[src/rtl/bus_arbiter_if.sv]
// -----------------------------------------------------------------------------
// bus_arbiter_if
//   Bundle of the arbitration and transaction-tracking signals shared between
//   the system-bus masters and the round-robin bus arbiter.
//
//   Signals
//     busRequests        bit i = requestBus of master i
//     busGrants          one-hot grant, zero when nobody owns the bus
//     beginTransactionIn OR of all masters' beginTransactionOut
//     endTransactionIn   OR of all endTransactionOut (masters and slaves)
//     busErrorOut        one-cycle arbiter timeout error pulse
//     endTransactionOut  one-cycle forced end after an abort
//     activeMaster       index of the current or last granted master
//     busIdle            high while the arbiter is idle
//
//   Modports
//     slave  : arbiter view (takes requests, drives grants and status)
//     master : bus-side view (drives requests and begin/end, sees grants)
// -----------------------------------------------------------------------------
interface bus_arbiter_if #(
  parameter int NR_OF_MASTERS = 4
) ();
  localparam int AW = (NR_OF_MASTERS > 1) ? $clog2(NR_OF_MASTERS) : 1;

  logic [NR_OF_MASTERS-1:0] busRequests;
  logic [NR_OF_MASTERS-1:0] busGrants;
  logic                     beginTransactionIn;
  logic                     endTransactionIn;
  logic                     busErrorOut;
  logic                     endTransactionOut;
  logic [AW-1:0]            activeMaster;
  logic                     busIdle;

  modport slave (
    input  busRequests,
    input  beginTransactionIn,
    input  endTransactionIn,
    output busGrants,
    output busErrorOut,
    output endTransactionOut,
    output activeMaster,
    output busIdle
  );

  modport master (
    output busRequests,
    output beginTransactionIn,
    output endTransactionIn,
    input  busGrants,
    input  busErrorOut,
    input  endTransactionOut,
    input  activeMaster,
    input  busIdle
  );
endinterface

[src/rtl/bus_arbiter.sv]
// -----------------------------------------------------------------------------
// bus_arbiter
//   Round-robin arbiter for the shared system bus. Issues registered one-hot
//   grants, follows each transaction from begin to end, and uses a watchdog
//   counter to revoke grants that are never used (no error) and to abort
//   transactions that never end (error pulse followed by a forced end).
//
//   Ports
//     clock  : system clock, all state changes on the rising edge
//     reset  : asynchronous, active-low reset
//     bus    : bus_arbiter_if.slave (requests, begin/end in; grants,
//              error, forced end, active master index and idle flag out)
// -----------------------------------------------------------------------------
module bus_arbiter #(
  parameter int NR_OF_MASTERS = 4,
  parameter int GRANT_TIMEOUT = 15,
  parameter int BUS_TIMEOUT   = 1023
) (
  input  logic          clock,
  input  logic          reset,
  bus_arbiter_if.slave  bus
);

  localparam int N      = NR_OF_MASTERS;
  localparam int AW     = $clog2(N);
  localparam int MAX_TO = (GRANT_TIMEOUT > BUS_TIMEOUT) ? GRANT_TIMEOUT : BUS_TIMEOUT;
  localparam int CW     = $clog2(MAX_TO + 1);

  typedef enum logic [2:0] {
    IDLE      = 3'd0,
    GRANTED   = 3'd1,
    BUSY      = 3'd2,
    ABORT     = 3'd3,
    FORCE_END = 3'd4,
    RELEASE   = 3'd5
  } state_t;

  state_t          state_q, state_d;
  logic [CW-1:0]   cnt_q, cnt_d;
  logic [AW-1:0]   last_q, last_d;
  logic [N-1:0]    grant_q, grant_d;
  logic            err_q, err_d;
  logic            fend_q, fend_d;
  logic            idle_q, idle_d;

  logic [AW-1:0]   winner;
  logic [CW-1:0]   cnt_inc;

  // Saturating increment: the timeout compare normally stops the count first,
  // but the counter must never wrap regardless.
  assign cnt_inc = (cnt_q == {CW{1'b1}}) ? cnt_q : cnt_q + 1'b1;

  // Round-robin pick: first set request searching upward from the slot after
  // the last grant, wrapping modulo N.
  always_comb begin
    int  idx;
    logic found;
    winner = last_q;
    found  = 1'b0;
    idx    = 0;
    for (int k = 1; k <= N; k++) begin
      idx = (int'(last_q) + k) % N;
      if (!found && bus.busRequests[idx[AW-1:0]]) begin
        winner = idx[AW-1:0];
        found  = 1'b1;
      end
    end
  end

  // State register
  always_ff @(posedge clock or negedge reset) begin
    if (!reset) begin
      state_q <= IDLE;
      cnt_q   <= '0;
      last_q  <= AW'(N - 1);
      grant_q <= '0;
      err_q   <= 1'b0;
      fend_q  <= 1'b0;
      idle_q  <= 1'b1;
    end else begin
      state_q <= state_d;
      cnt_q   <= cnt_d;
      last_q  <= last_d;
      grant_q <= grant_d;
      err_q   <= err_d;
      fend_q  <= fend_d;
      idle_q  <= idle_d;
    end
  end

  // Next-state logic
  always_comb begin
    state_d = state_q;
    cnt_d   = cnt_q;
    last_d  = last_q;
    case (state_q)
      IDLE: begin
        if (|bus.busRequests) begin
          state_d = GRANTED;
          cnt_d   = '0;
          last_d  = winner;
        end
      end
      GRANTED: begin
        // endTransactionIn is deliberately ignored until the master begins.
        if (bus.beginTransactionIn) begin
          state_d = BUSY;
          cnt_d   = '0;
        end else if (cnt_q == CW'(GRANT_TIMEOUT)) begin
          state_d = RELEASE;
        end else begin
          cnt_d = cnt_inc;
        end
      end
      BUSY: begin
        // A real end on the timeout cycle takes precedence over the abort.
        if (bus.endTransactionIn) begin
          state_d = RELEASE;
        end else if (cnt_q == CW'(BUS_TIMEOUT)) begin
          state_d = ABORT;
        end else begin
          cnt_d = cnt_inc;
        end
      end
      ABORT:     state_d = FORCE_END;
      FORCE_END: state_d = RELEASE;
      RELEASE:   state_d = IDLE;
      default:   state_d = IDLE;
    endcase
  end

  // Output logic: computes the next value of every registered output from the
  // next state, so all outputs come straight from flops.
  always_comb begin
    grant_d = '0;
    case (state_d)
      GRANTED, BUSY, ABORT, FORCE_END: grant_d = {{(N-1){1'b0}}, 1'b1} << last_d;
      default:                         grant_d = '0;
    endcase
    err_d  = (state_d == ABORT);
    fend_d = (state_d == FORCE_END);
    idle_d = (state_d == IDLE);
  end

  assign bus.busGrants         = grant_q;
  assign bus.busErrorOut       = err_q;
  assign bus.endTransactionOut = fend_q;
  assign bus.activeMaster      = last_q;
  assign bus.busIdle           = idle_q;

endmodule

[src/flat_wrapper.sv]
// flat-port wrapper written by rule: the top's interface ports become plain ports
module bus_arbiter_flat 
#(
  parameter int NR_OF_MASTERS = 4,
  parameter int GRANT_TIMEOUT = 15,
  parameter int BUS_TIMEOUT   = 1023
)
  (clock, reset, bus_busRequests, bus_beginTransactionIn, bus_endTransactionIn, bus_busGrants, bus_busErrorOut, bus_endTransactionOut, bus_activeMaster, bus_busIdle);
  bus_arbiter_if #(.NR_OF_MASTERS(NR_OF_MASTERS)) bus_i ();
  input  logic clock;
  input  logic reset;
  input wire logic [$bits(bus_i.busRequests)-1:0] bus_busRequests;
  input wire logic [$bits(bus_i.beginTransactionIn)-1:0] bus_beginTransactionIn;
  input wire logic [$bits(bus_i.endTransactionIn)-1:0] bus_endTransactionIn;
  output wire logic [$bits(bus_i.busGrants)-1:0] bus_busGrants;
  output wire logic [$bits(bus_i.busErrorOut)-1:0] bus_busErrorOut;
  output wire logic [$bits(bus_i.endTransactionOut)-1:0] bus_endTransactionOut;
  output wire logic [$bits(bus_i.activeMaster)-1:0] bus_activeMaster;
  output wire logic [$bits(bus_i.busIdle)-1:0] bus_busIdle;
  assign bus_i.busRequests = bus_busRequests;
  assign bus_i.beginTransactionIn = bus_beginTransactionIn;
  assign bus_i.endTransactionIn = bus_endTransactionIn;
  assign bus_busGrants = bus_i.busGrants;
  assign bus_busErrorOut = bus_i.busErrorOut;
  assign bus_endTransactionOut = bus_i.endTransactionOut;
  assign bus_activeMaster = bus_i.activeMaster;
  assign bus_busIdle = bus_i.busIdle;
  bus_arbiter #(.NR_OF_MASTERS(NR_OF_MASTERS), .GRANT_TIMEOUT(GRANT_TIMEOUT), .BUS_TIMEOUT(BUS_TIMEOUT)) u_core (.clock(clock), .reset(reset), .bus(bus_i));
endmodule
[config.mk]
export PLATFORM = sky130hd
export DESIGN_NAME = bus_arbiter_flat
export DESIGN_NICKNAME = d
export VERILOG_FILES = /design/src/rtl/bus_arbiter_if.sv /design/src/rtl/bus_arbiter.sv /design/src/flat_wrapper.sv
export SDC_FILE = /design/constraint.sdc
export NUM_CORES = 1
export LEC_CHECK = 0
export CORE_MARGIN = 2
export CORE_UTILIZATION = 45
export CTS_CLUSTER_DIAMETER = 50
export DETAILED_ROUTE_END_ITERATION = 12
export PLACE_DENSITY = 0.78
export SYNTH_ARGS = -nofsm -noshare
export SYNTH_HDL_FRONTEND = slang
export SYNTH_SLANG_ARGS = --single-unit
[constraint.sdc]
create_clock -name clock -period 2.05 [get_ports clock]
set_clock_uncertainty 0.2 [all_clocks]
set_input_delay 0.41 -clock clock [delete_from_list [all_inputs] [get_ports clock]]
set_output_delay 0.41 -clock clock [all_outputs]
set_load 0.05 [all_outputs]
# After elaboration in Yosys (flattened, before gate mapping)

Index checks and enable logic that the tools add are counted.

Add/subtract/negate cells: 5
$lt $le $gt $ge: 4
Equal/unequal tests: 14
Shift operators: 1
Mux-type cells: 31
Reductions and logical operators: 12

Operator list:

| operator                                                   | number |
|---|---|
| two-way mux 10 bit                                         | 6 |
| case mux 10 bit (3 select lines)                           | 1 |
| two-way mux 3 bit                                          | 5 |
| case mux 3 bit (5 select lines)                            | 1 |
| == test 3 x 2 -> 1 bit, second input constant              | 4 |
| less-than comparator 2 x 3 -> 1 bit, second input constant | 4 |
| two-way mux 2 bit                                          | 6 |
| adder 10 x 1 -> 10 bit, second input constant              | 1 |
| == test 10 bit, second input constant                      | 1 |
| == test 10 x 4 -> 1 bit, second input constant             | 1 |
| binary-select mux 1 bit (select 2 bit)                     | 4 |
| OR reduction 4 bit                                         | 2 |
| two-way mux 1 bit                                          | 7 |
| == test 3 x 1 -> 1 bit, second input constant              | 2 |
| == test 3 bit, second input constant                       | 2 |
| zero test 3 bit                                            | 2 |
| AND reduction 5 bit                                        | 1 |
| adder 2 x 1 -> 2 bit, second input constant                | 2 |
| adder 2 bit, second input constant                         | 2 |
| two-way mux 4 bit                                          | 1 |
| != test 2 bit, second input constant                       | 2 |
| left shift 1 x 2 -> 4 bit, first input constant            | 1 |
| logical AND 1 bit                                          | 3 |
| zero test 1 bit                                            | 3 |
| other kinds (3)                                            | 3 |

Register bits: 22
Bits of input ports: 8
Output and inout port bits: 9
Word-level logic and storage cells: 74

# Logic depth before layout (Yosys ltp)

Gate-level depths: netlist of run 1.

Depth after elaboration: 17
Gate-level depth with buffers: 8
Gate-level depth less buffers: 7

# Worst setup path before layout of run 1

Ideal clock, no wire load.

Path type: register to register
From: register u_core.last_q[1], in the netlist u_core.bus.activeMaster[1]
To: register u_core.grant_q[2], in the netlist u_core.bus.busGrants[2]
Data arrival time: 1.843 ns
Data required time: 1.778 ns
Setup slack: -0.065 ns
Stages on the path, launching flop included: 9
Period minus slack after synthesis: 2.115 ns
Path through: dfstp_2 clkbuf_1 nand2b_1 a2111oi_0 nor3b_1 nand2_1 mux2i_1 inv_1 nor2_1

Cells in the longest elaborated chain, start to end: 17
Elaborated cells between the ends (all ways): 29
Those cells by class: add/sub: 4; shift: 1; mux: 18; reduce/logical: 6

RTL lines:

| item                                    | RTL line           | source |
|---|---|---|
| from (decl)                             | bus_arbiter.sv:40  | `logic [AW-1:0] last_q, last_d;` |
| from (signal assigned)                  | bus_arbiter.sv:75  | `last_q <= AW'(N - 1);` |
| from (signal assigned)                  | bus_arbiter.sv:83  | `last_q <= last_d;` |
| adder 2 x 1 -> 2 bit                    | bus_arbiter.sv:62  | `idx = (int'(last_q) + k) % N;` |
| binary-select mux 1 bit (select 2 bit)  | bus_arbiter.sv:63  | `if (!found && bus.busRequests[idx[AW-1:0]]) begin` |
| two-way mux 1 bit (implied by the code) | bus_arbiter.sv:63  |  |
| two-way mux 1 bit                       | bus_arbiter.sv:63  |  |
| zero test 1 bit                         | bus_arbiter.sv:63  |  |
| logical AND 1 bit                       | bus_arbiter.sv:63  |  |
| two-way mux 1 bit                       | bus_arbiter.sv:63  |  |
| zero test 1 bit                         | bus_arbiter.sv:63  |  |
| (+3 left out)                           | --                 |  |
| logical AND 1 bit                       | bus_arbiter.sv:63  |  |
| two-way mux 2 bit (*)                   | bus_arbiter.sv:63  |  |
| two-way mux 2 bit (*)                   | bus_arbiter.sv:98  | `if (\|bus.busRequests) begin` |
| two-way mux 2 bit (*)                   | bus_arbiter.sv:96  | `case (state_q)` |
| named net u_core.last_d[0]              | bus_arbiter.sv:40  |  |
| left shift 1 x 2 -> 4 bit (*)           | bus_arbiter.sv:137 | `GRANTED, BUSY, ABORT, FORCE_END: grant_d = {{(N-1){1'b0}}, 1'b1} << last_d;` |
| two-way mux 4 bit (*)                   | bus_arbiter.sv:136 | `case (state_d)` |
| named net u_core.grant_d[2]             | bus_arbiter.sv:41  | `logic [N-1:0] grant_q, grant_d;` |
| to (signal assigned)                    | bus_arbiter.sv:84  | `grant_q <= grant_d;` |
| to (decl)                               | bus_arbiter.sv:41  |  |

The timed path passes the listed nets; every way through them passes the cells marked *. The select of a mux whose other input is x is not followed.
A chain may end at the register's enable or synchronous reset.

# Final worst setup path of run 1

From: input port bus_busRequests[3]
To: register u_core.cnt_q[9]

Cells in the longest elaborated chain, start to end: 3

RTL lines:

| item                             | RTL line           | source |
|---|---|---|
| from (decl)                      | flat_wrapper.sv:12 | `input wire logic [$bits(bus_i.busRequests)-1:0] bus_busRequests;` |
| OR reduction 4 bit               | bus_arbiter.sv:98  |  |
| != test 2 x 1 -> 1 bit (no line) | --                 |  |
| AND reduction 5 bit (no line)    | --                 |  |
| to (signal assigned)             | bus_arbiter.sv:82  | `cnt_q <= cnt_d;` |
| to (decl)                        | bus_arbiter.sv:39  | `logic [CW-1:0] cnt_q, cnt_d;` |

No other way between the ends.

==> results of run 1 <==
## routing by layer
| layer | up-vias | GRT usage | share of wire |
|---|---|---|---|
| met3 | 5 | 0.02041 | 0.019 |
| met2 | 19 | 0.3957 | 0.56 |
| li1 | 585 | - | - |
| met5 | - | 0 | 0 |
| met1 | 584 | 0.2749 | 0.41 |
| met4 | 0 | 0.07309 | 0.012 |
## state kept, by name, summed over array words and instances, names as in the netlist
| register | cells |
|---|---|
| u_core.bus.busGrants | 4 |
| u_core.bus.busErrorOut | 1 |
| u_core.cnt_q | 10 |
| u_core.bus.endTransactionOut | 1 |
| u_core.bus.activeMaster | 2 |
| u_core.bus.busIdle | 1 |
| u_core.state_q | 3 |
## path summary, 6_finish.rpt
| path | endpoint | slack, ps | cells past startpoint |
|---|---|---|---|
| setup / recovery | u_core.cnt_q[9] | 4 | 7 |
| max in group asynchronous | u_core.bus.activeMaster[0] | 1140 | 2 |
| hold / removal | u_core.cnt_q[8] | 220 | 2 |
| min in group clock | u_core.cnt_q[3] | 350 | 1 |
| setup reg to reg | u_core.cnt_q[4] | 20 | 8 |
| hold reg to reg | u_core.cnt_q[3] | 350 | 1 |
## worst reg2reg max path: cells and delay by family (launching register included)
kind	cells	cell delay [ps]
AOI/OAI and AO/OA	3	480
DFF	1	390
and+or+nand+nor	3	500
adders and majority gates	1	190
buffers and inverters	1	150
## synth_stat cells, drive strengths merged, types with 3 or more instances
master,n,share of area
nand2,10,0.032
nor2,16,0.047
a22o,3,0.021
inv,7,0.021
nand4,3,0.020
dfstp,3,0.062
a21oi,9,0.035
buf,3,0.017
o21ai,9,0.044
dfrtp,19,0.37
nor3,5,0.020
nor2b,3,0.015
nand2b,9,0.044
a31oi,8,0.051
nand3,3,0.012
## power groups by stage
stage | clock network [uW] | registers [uW] | logic (uW)
floorplan | 0 | 876 | 741
global placement | 0 | 677 | 1460
detailed placement | 0 | 688 | 1500
CTS | 342 | 679 | 1540
global route | 355 | 711 | 1830
finish | 336 | 695 | 1690
## final cells by class
| cell class | count | area (um^2) | area share |
|---|---|---|---|
| clock inverters | 1 | 30.03 | 0.01635 |
| flip-flops and latches | 22 | 555.5 | 0.3025 |
| clock buffers | 3 | 22.52 | 0.01226 |
| inverters | 7 | 26.28 | 0.01431 |
| multi-input cells | 103 | 770.7 | 0.4196 |
| well taps | 31 | 38.79 | 0.02112 |
| repair buffers | 43 | 392.9 | 0.2139 |
## timing repair
item,CTS,global route
buffers inserted,0,2
endpoints found under the hold margin,0,0
pin swaps,1,7
endpoints found under the setup margin,6,15
gates resized for setup,5,22
## cells by family (layout without fill, tap and decap cells)
family | count (synthesis) | after routing | synth area share
adder cells (fa/ha/maj) | 1 | 1 | 0.009851
AND/OR/NAND/NOR | 58 | 58 | 0.2532
AO/OA/AOI/OAI | 42 | 42 | 0.2414
multiplexers | 2 | 2 | 0.01576
flip-flops | 22 | 22 | 0.4365
buffers and inverters | 12 | 54 | 0.04336
## per-stage QoR
step                      hold WS (ps)  power [uW]  TNS, ps
after floorplan                 -85.59        1616        0
after global placement           311.3        2135    -4227
after detailed placement         332.4        2188    -5143
after CTS                        227.6        2565        0
after global routing             255.5        2899   -509.2
final                            217.2        2716        0
## cell usage in the layout, fill, tap and decap left out, types with 2 or more instances in the layout
cell	Yosys	routed
a21oi_1	9	7
a21oi_2	0	2
a22o_1	3	3
a31oi_1	7	6
buf_12	0	3
buf_4	0	31
buf_6	1	2
clkbuf_4	0	3
clkdlybuf4s50_1	0	4
dfrtp_1	19	18
dfstp_2	3	3
dlymetal6s2s_1	0	3
inv_1	7	6
nand2_1	9	9
nand2b_1	9	8
nand3_1	3	3
nand4_1	2	2
nor2_1	16	15
nor2b_1	3	3
nor3_1	5	4
nor4_2	0	2
o21ai_0	7	6
==> metrics.md, run 1 <==
| Metric | Value |
|---|---|
| Status | complete, no violations |
| Int Power | between 1500 and 2000 uW |
| Worst setup margin | 3.848 ps |
| Core area | 2710 um^2 |
| CP startpoint kind | input port |
| Initial DRC count | 58 |
| Setup violations, final | 0 |
| ANT nets after route | 0 |
| Critical path type | in2reg |
| WP buf/inv | 1 |
| Worst r2r src | u_core.cnt_q[0] |
| Overall Global Routing Usage | 0.2193 |
| Max VDD drop | 1510 uV |
| Final period utilization | 0.9981 |
| Synthesized flop and latch total | 22 |
| Drt pass-1 iters | 4 |
| Worst Hold Class | in2async |
| Via-per-instance ratio | 5.681 |
| Unrepaired setup endpoints after global routing | yes |
| Global-route wire length before repair | 5623 um |
| Die ar. | 3263 um^2 |
| Post-Route WL | about 3300 um |
| H-tree Lvls | 1 |
| Clock share of power | 0.124 |
| Flop pwr share | 0.256 |
| Relative slew slack | 0.7252 |
| Post-synthesis cell count | approximately 140 |
| Max-cap violations | 0 |
| Worst Setup End Kind | flop |
| Sw Share | 0.4341 |
| Worst path required time | 2070 ps |
| Vias in the first global route | between 1k and 1.5k |
| Worst setup path startpoint | bus_busRequests[3] |
| Fillers | 207 |
| Critical Path Fanout Max | 3 |
| Num rows | 19 |
| CTS Buf Count | 3 |
| CP Cell Sequence | clkdlybuf4s50_1 > nor2_1 > a311o_1 > a21boi_0 > a2bb2oi_2 > nor3_1 > o22a_1 |
| Post-synth EDFFs | 0 |
| Clock root buffer | clkbuf_4 |
| Clk slew on worst S/H paths | 130 ps |
| Synthesis-to-finish area growth | 44.63% |
| Clk_lat worst skew | 320 ps |
| Design Area, Final | 1837 um^2 |
| Cts hold-fix bufs | 0 |
| Port bufs | 16 |
| Die width | between 50 and 60 um |
| Sw Pwr | 1179 uW |
| Max incr delay on CP | 450 ps |
| Worst Tran Pin Value | 406.9 ps |
| Placed insts | 204 |
| Fin util | 0.6777 |
| CTS Buffer Depth | 2 |
| Minimum clock period | between 2000 and 2500 ps |
| PwrDens | 1479 nW/um^2 |
| CTS sink count | 22 |
| Synthesized net count | roughly 150 |
| Post-synth ARST share | 1.000 |
| Predominant post-synthesis flop cell | dfrtp_1 |
| Final non-filler cell total | 210 |
| Sequential area share after synthesis | 0.4365 |
| Cell family with most CP delay | compound AO/OA/AOI/OAI gates |
| Final Max Tran Viols | 0 |
| Nets | 189 |
| Chip Height | about 57 um |
| Initial antenna violation count | 0 |
| Largest net degree at the start of global routing | 23 |
| FMAX | a little under 0.5 GHz |
| Final hold violations | 0 |
| Post-Syn Area per Cell | 9.270 um^2 |
| DP Worst Slack | -396.5 ps |
| Placer congestion estimate | 0.9161 |
| Remaining Overflow, GRT | 0 |
| Post-Syn Area | 1270 um^2 |
| Post-synth cell types | 44 |
| Diodes inserted | 0 |
| CTS tree | built |
| Post-DP HPWL | 2366 um |
| Leakage | 0.0008575 uW |
| Initial Utilization | 0.4686 |
| Via count | 1193 |
| DR DRC count | 0 |
| YS warnings | 0 |
| Layout cells sized above 1 | 0.3799 |
| Comb pwr share | 0.620 |
| Crit-path slowest cell | clkdlybuf4s50_1 |
| Arr. time, crit path | 2070 ps |
| Placement Cell Area | ~1600 um^2 |
| Ports | 17 |
| Avg WL per Cell | roughly 16 um |
No activity file was read; power rests on OpenSTA's default activity.
==> inputs of run 2 (changes only) <==
Settings changed: PLACE_DENSITY 0.78 to 0.79.
Clock period 2.05 ns to 1.8 ns, I/O delays scaled along.
==> metrics.md, run 2 (synthesis results as in run 1) <==
| Metric | Value |
|---|---|
| Status | finished with violations |
| Failing checks | setup timing |
| Via-per-instance ratio | 5.828 (+2.6%) |
| Worst path required time | 1810 ps (-260 ps) |
| Vias in the first global route | 1393 (+12%) |
| Initial antenna violation count | 0 (unchanged) |
| CTS Buffer Depth | 2 (unchanged) |
| Worst setup margin | -247.4 ps (-251.3 ps) |
| Via count | 1323 (+11%) |
| Worst Setup End Kind | flop |
| Critical Path Fanout Max | 6 (+3) |
| Minimum clock period | 2047 ps |
| Layout cells sized above 1 | 0.4031 (+0.02317) |
| Fillers | 215 (+3.9%) |
| Placer congestion estimate | 0.8670 (-5.4%) |
| Core area | 2710 um^2 (unchanged) |
| Max FFs per register | 10 (unchanged) |
| Commonest non-fill, non-tap cell in the layout | buf_4 |
| Post-Route WL | 3652 um (+9.8%) |
| Drt pass-1 iters | 4 (unchanged) |
| CTS Buf Count | 3 (unchanged) |
| Relative slew slack | 0.7074 (-0.01775) |
| CTS tree | built |
| Chip Height | 57.13 um (unchanged) |
| Initial Utilization | 0.4686 (unchanged) |
| Num rows | 19 (unchanged) |
| PwrDens | 1641 nW/um^2 (+11%) |
| Final period utilization | 1.137 |
| Clock root buffer | clkbuf_4 |
| Die width | 57.13 um (unchanged) |
| Largest net degree at the start of global routing | 23 (unchanged) |
| Max-cap violations | 0 (unchanged) |
| Arr. time, crit path | 2060 ps (about the same) |
| Clk_lat worst skew | 310 ps (about the same) |
| Worst Tran Pin Value | 438.9 ps (+31.95 ps) |
| Max incr delay on CP | 440 ps (about the same) |
| Synthesis-to-finish area growth | 52.41% |
| CP startpoint kind | flop |
| ANT nets after route | 0 (unchanged) |
| H-tree Lvls | 1 (unchanged) |
| Final Max Tran Viols | 0 (unchanged) |
| Crit-path slowest cell | dfrtp_1 |
| Initial DRC count | 54 (-6.9%) |
| Ports | 17 (unchanged) |
| Diodes inserted | 0 (unchanged) |
| DP Worst Slack | -633.0 ps (-236.5 ps) |
| Setup violations, final | 18 (+18) |
| Total power | 3176 uW (+17%) |
| Critical path type | reg2reg |
| Biggest register | u_core.cnt_q |
| Max VDD drop | 1593 uV (+5.5%) |
| Overall Global Routing Usage | 0.2375 (+0.01820) |
| Nets | 206 (+9.0%) |
| WP buf/inv | 0 (-1) |
| CP Cell Sequence | ha_4 > nand3_1 > nand4b_1 > o221ai_4 > a31oi_4 > nand2_1 > a22o_1 |
| Global-route wire length before repair | 6120 um (+8.8%) |
| Avg WL per Cell | 16.09 um (+1.5%) |
| R2r setup slk | -250 ps (-270 ps) |
| Post-DP HPWL | 2488 um (+5.1%) |
| CTS sink count | 22 (unchanged) |
| Worst Hold Class | in2async |
| Cell family with most CP delay | compound AO/OA/AOI/OAI gates |
| DR DRC count | 0 (unchanged) |
| Leakage | 0.0009032 uW (+5.3%) |
| Die ar. | 3263 um^2 (unchanged) |
| Final hold violations | 0 (unchanged) |
| Clk slew on worst S/H paths | 130 ps (about the same) |
| Cts hold-fix bufs | 0 (unchanged) |
| Remaining Overflow, GRT | 0 (unchanged) |
| Port bufs | 16 (unchanged) |
| Most frequent cells in the layout | 46 x buf_4, 18 x dfrtp_1, 13 x nor2_1 |
| FMAX | 0.4884 GHz |
| Unrepaired setup endpoints after global routing | yes |
## run 2: cell count changes in the layout (fill, tap and decap cells not counted), moves of 2 or more
cell / previous run / this run
buf_4: 31 / 46
nor2_1: 15 / 13
dlymetal6s2s_1: 3 / 0
nor2_2: 0 / 3
clkdlybuf4s50_1: 4 / 7
## run 2: per-stage QoR
| stage | utilization | TNS, ps | hold slack, ps | instances | area, um^2 |
|---|---|---|---|---|---|
| 2_1_floorplan | - | -2225 | -135.6 | 137 | 1318 |
| 3_3_place_gp | 0.6422 | -7012 | 308.1 | 212 | 1740 |
| 3_5_place_dp | 0.6422 | -7948 | 305.7 | 212 | 1740 |
| 4_1_cts | 0.6837 | -2657 | 178.8 | 221 | 1853 |
| 5_1_grt | 0.7142 | -4307 | 188.8 | 227 | 1936 |
| 6_report | 0.7142 | -2966 | 167.4 | 227 | 1936 |
## run 2: cell type report
type | count | area [um^2] | area share
tap | 31 | 38.79 | 0.02004
clock buffer | 4 | 36.28 | 0.01875
multi-input combinational | 104 | 772.0 | 0.3988
timing repair buffer | 59 | 503.0 | 0.2599
inverter | 7 | 26.28 | 0.01357
sequential | 22 | 559.3 | 0.2889
## run 2: worst paths after layout
path | from | end | cells after the start
worst max-delay path | u_core.cnt_q[1] | u_core.cnt_q[2] | 7
worst min register to register | u_core.cnt_q[9] | u_core.cnt_q[9] | 1
worst min-delay path | reset | u_core.cnt_q[5] | 2
max in group asynchronous | reset | u_core.bus.activeMaster[1] | 2
min in group clock | u_core.cnt_q[9] | u_core.cnt_q[9] | 1
worst max register to register | u_core.cnt_q[1] | u_core.cnt_q[2] | 7
## run 2: worst register-to-register path, delay by kind of cell (launching register included)
kind	cells	cell delay, ps
fa+ha+maj	1	180
compound gates	3	700
flops	1	440
simple gates	3	410
## run 2: repair_timing
item                                    4_1_cts  5_1_grt
endpoints found under the setup margin       16       19
pin swaps                                     8        5
gates cloned                                  1        0
gates resized for setup                       6        9
setup buffers                                 4        6
## run 2: power breakdown
group          switching, uW  total (uW)  internal (uW)
logic                   1120        2100            977
clock network            157         281            124
registers                135         798            663
## run 2: layer usage
metal / vias to the layer above / GRT usage / share of wire
met3: 8 / 0.02494 / 0.038
met5: - / 0 / 0
li1: 627 / - / -
met2: 41 / 0.4269 / 0.55
met1: 647 / 0.2931 / 0.39
met4: 0 / 0.08970 / 0.022
==> inputs of run 3 (changes only) <==
Settings changed: CAP_MARGIN set to 0, PLACE_DENSITY 0.79 to 0.76, SLEW_MARGIN set to 20.
Clock period 1.8 ns to 2.4 ns, I/O delays scaled along.
==> metrics.md, run 3 (synthesis results as in run 1) <==
| Metric | Value |
|---|---|
| Status | complete, no violations |
| CTS sink count | 22 (unchanged) |
| WP buf/inv | 1 (+1) |
| Final hold violations | 0 (unchanged) |
| Port bufs | 16 (unchanged) |
| Relative slew slack | 0.6691 (-0.03832) |
| PwrDens | 1242 nW/um^2 (-24%) |
| Setup violations, final | 0 (-18) |
| Most frequent cells in the layout | 19 x dfrtp_1, 16 x nor2_1, 14 x clkdlybuf4s50_1, 14 x buf_4 |
| Worst path required time | 1720 ps (-90 ps) |
| DR DRC count | 0 (unchanged) |
| Initial Utilization | 0.4686 (unchanged) |
| CTS Buffer Depth | 2 (unchanged) |
| Die ar. | 3263 um^2 (unchanged) |
| Final Max Tran Viols | 0 (unchanged) |
| Max-cap violations | 0 (unchanged) |
| Overall Global Routing Usage | 0.1970 (-0.04050) |
| Worst hold margin | 301.3 ps (+133.9 ps) |
| Minimum clock period | 2304 ps |
| Max incr delay on CP | 790 ps (+350 ps) |
| Clock root buffer | clkbuf_4 |
| Initial DRC count | 46 (-15%) |
| Worst Tran Pin Value | 494.8 ps (+55.94 ps) |
| Synthesis-to-finish area growth | 24.73% |
| Avg WL per Cell | 14.56 um (-9.5%) |
| Die width | 57.13 um (unchanged) |
| Global-route wire length before repair | 5106 um (-17%) |
| Chip Height | 57.13 um (unchanged) |
| Layout cells sized above 1 | 0.1768 (-0.2262) |
| CP Cell Sequence | clkdlybuf4s50_1 |
| Final period utilization | 0.9598 |
| Worst Setup End Kind | output port |
| H-tree Lvls | 1 (unchanged) |
| FMAX | 0.4341 GHz |
| CTS tree | built |
| Num rows | 19 (unchanged) |
| Placer congestion estimate | 0.9019 (+4.0%) |
| Final non-filler cell total | 195 (-14%) |
| Vias in the first global route | 1199 (-14%) |
| Core area | 2710 um^2 (unchanged) |
| Clk slew on worst S/H paths | 130 ps (about the same) |
| Via-per-instance ratio | 5.862 (+0.57%) |
| Leakage | 0.0007128 uW (-21%) |
| Largest net degree at the start of global routing | 23 (unchanged) |
| Unrepaired setup endpoints after global routing | no |
| Nets | 174 (-16%) |
| Remaining Overflow, GRT | 0 (unchanged) |
| Max VDD drop | 688.1 uV (-57%) |
| Critical Path Fanout Max | 1 (-5) |
| Initial antenna violation count | 0 (unchanged) |
| Clk_lat worst skew | 310 ps (about the same) |
| Critical path type | reg2out |
| Drt pass-1 iters | 4 (unchanged) |
| Fillers | 237 (+10%) |
| CP startpoint kind | flop |
| ANT nets after route | 0 (unchanged) |
| Crit-path slowest cell | clkdlybuf4s50_1 |
| Worst Hold Class | in2async |
| Commonest non-fill, non-tap cell in the layout | dfrtp_1 |
| Post-Route WL | 2839 um (-22%) |
| Ports | 17 (unchanged) |
| Cell family with most CP delay | buffers and inverters |
| Setup repair bufs after CTS | 0 (-4) |
| Post-DP HPWL | 2155 um (-13%) |
| Max FFs per register | 10 (unchanged) |
| Arr. time, crit path | 1620 ps (-440 ps) |
| CTS Buf Count | 3 (unchanged) |
| Via count | 1143 (-14%) |
| Biggest register | u_core.cnt_q |
| Diodes inserted | 0 (unchanged) |
| Placed insts | 191 (-9.9%) |
-- run 3: cell types whose count changed in the layout (fill, tap and decap cells not counted), sizes merged --
cell           change
clkdlybuf4s50      +7
buf               -37
bufinv             +1
clkbuf             -2
a31oi              -1
-- run 3: area by class of cell --
| class | count | area, um^2 | share of cell area |
|---|---|---|---|
| Sequential cell | 22 | 554.3 | 0.3499 |
| Multi-Input combinational cell | 103 | 666.9 | 0.4210 |
| Clock buffer | 3 | 22.52 | 0.01422 |
| Inverter | 7 | 26.28 | 0.01659 |
| Clock inverter | 1 | 30.03 | 0.01896 |
| Timing Repair Buffer | 28 | 245.2 | 0.1548 |
| Tap cell | 31 | 38.79 | 0.02449 |
-- run 3: routing by layer --
metal	share of wire	GRT usage
met1	0.44	0.2427
met2	0.51	0.3432
met3	0.042	0.03628
met4	0.0074	0.07309
met5	0	0
-- run 3: through the flow --
stage | util | worst slack, ps | cell area [um^2] | total power, uW | setup TNS [ps]
floorplan | - | 284.7 | 1270 | 1362 | 0
global placement | 0.5628 | -153.6 | 1525 | 1641 | -454.6
detailed placement | 0.5628 | -223.8 | 1525 | 1677 | -796.8
CTS | 0.5822 | 73.71 | 1578 | 1963 | 0
global route | 0.5845 | 47.05 | 1584 | 2121 | 0
finish | 0.5845 | 96.42 | 1584 | 1967 | 0
-- run 3: what timing repair did --
action | in CTS | in global routing
hold buffers | 0 | 0
endpoints found under the setup margin | 0 | 1
resized for setup | 0 | 1
hold endpoints to repair | 0 | 0
-- run 3: worst paths after layout --
check | from | to | slack (ps) | cells after the start
min reg2reg | u_core.cnt_q[0] | u_core.cnt_q[0] | 350 | 1
max | u_core.bus.busIdle | bus_busIdle | 100 | 1
min | reset | u_core.cnt_q[4] | 300 | 2
min in group clock | u_core.cnt_q[0] | u_core.cnt_q[0] | 350 | 1
max in group asynchronous | reset | u_core.bus.activeMaster[1] | 1420 | 2
max reg2reg | u_core.cnt_q[0] | u_core.bus.busGrants[1] | 210 | 9
-- run 3: where the power goes --
| part | switching, uW | internal (uW) |
|---|---|---|
| logic | 640 | 434 |
| clock network | 114 | 169 |
| registers | 121 | 489 |
| total | 875 | 1090 |
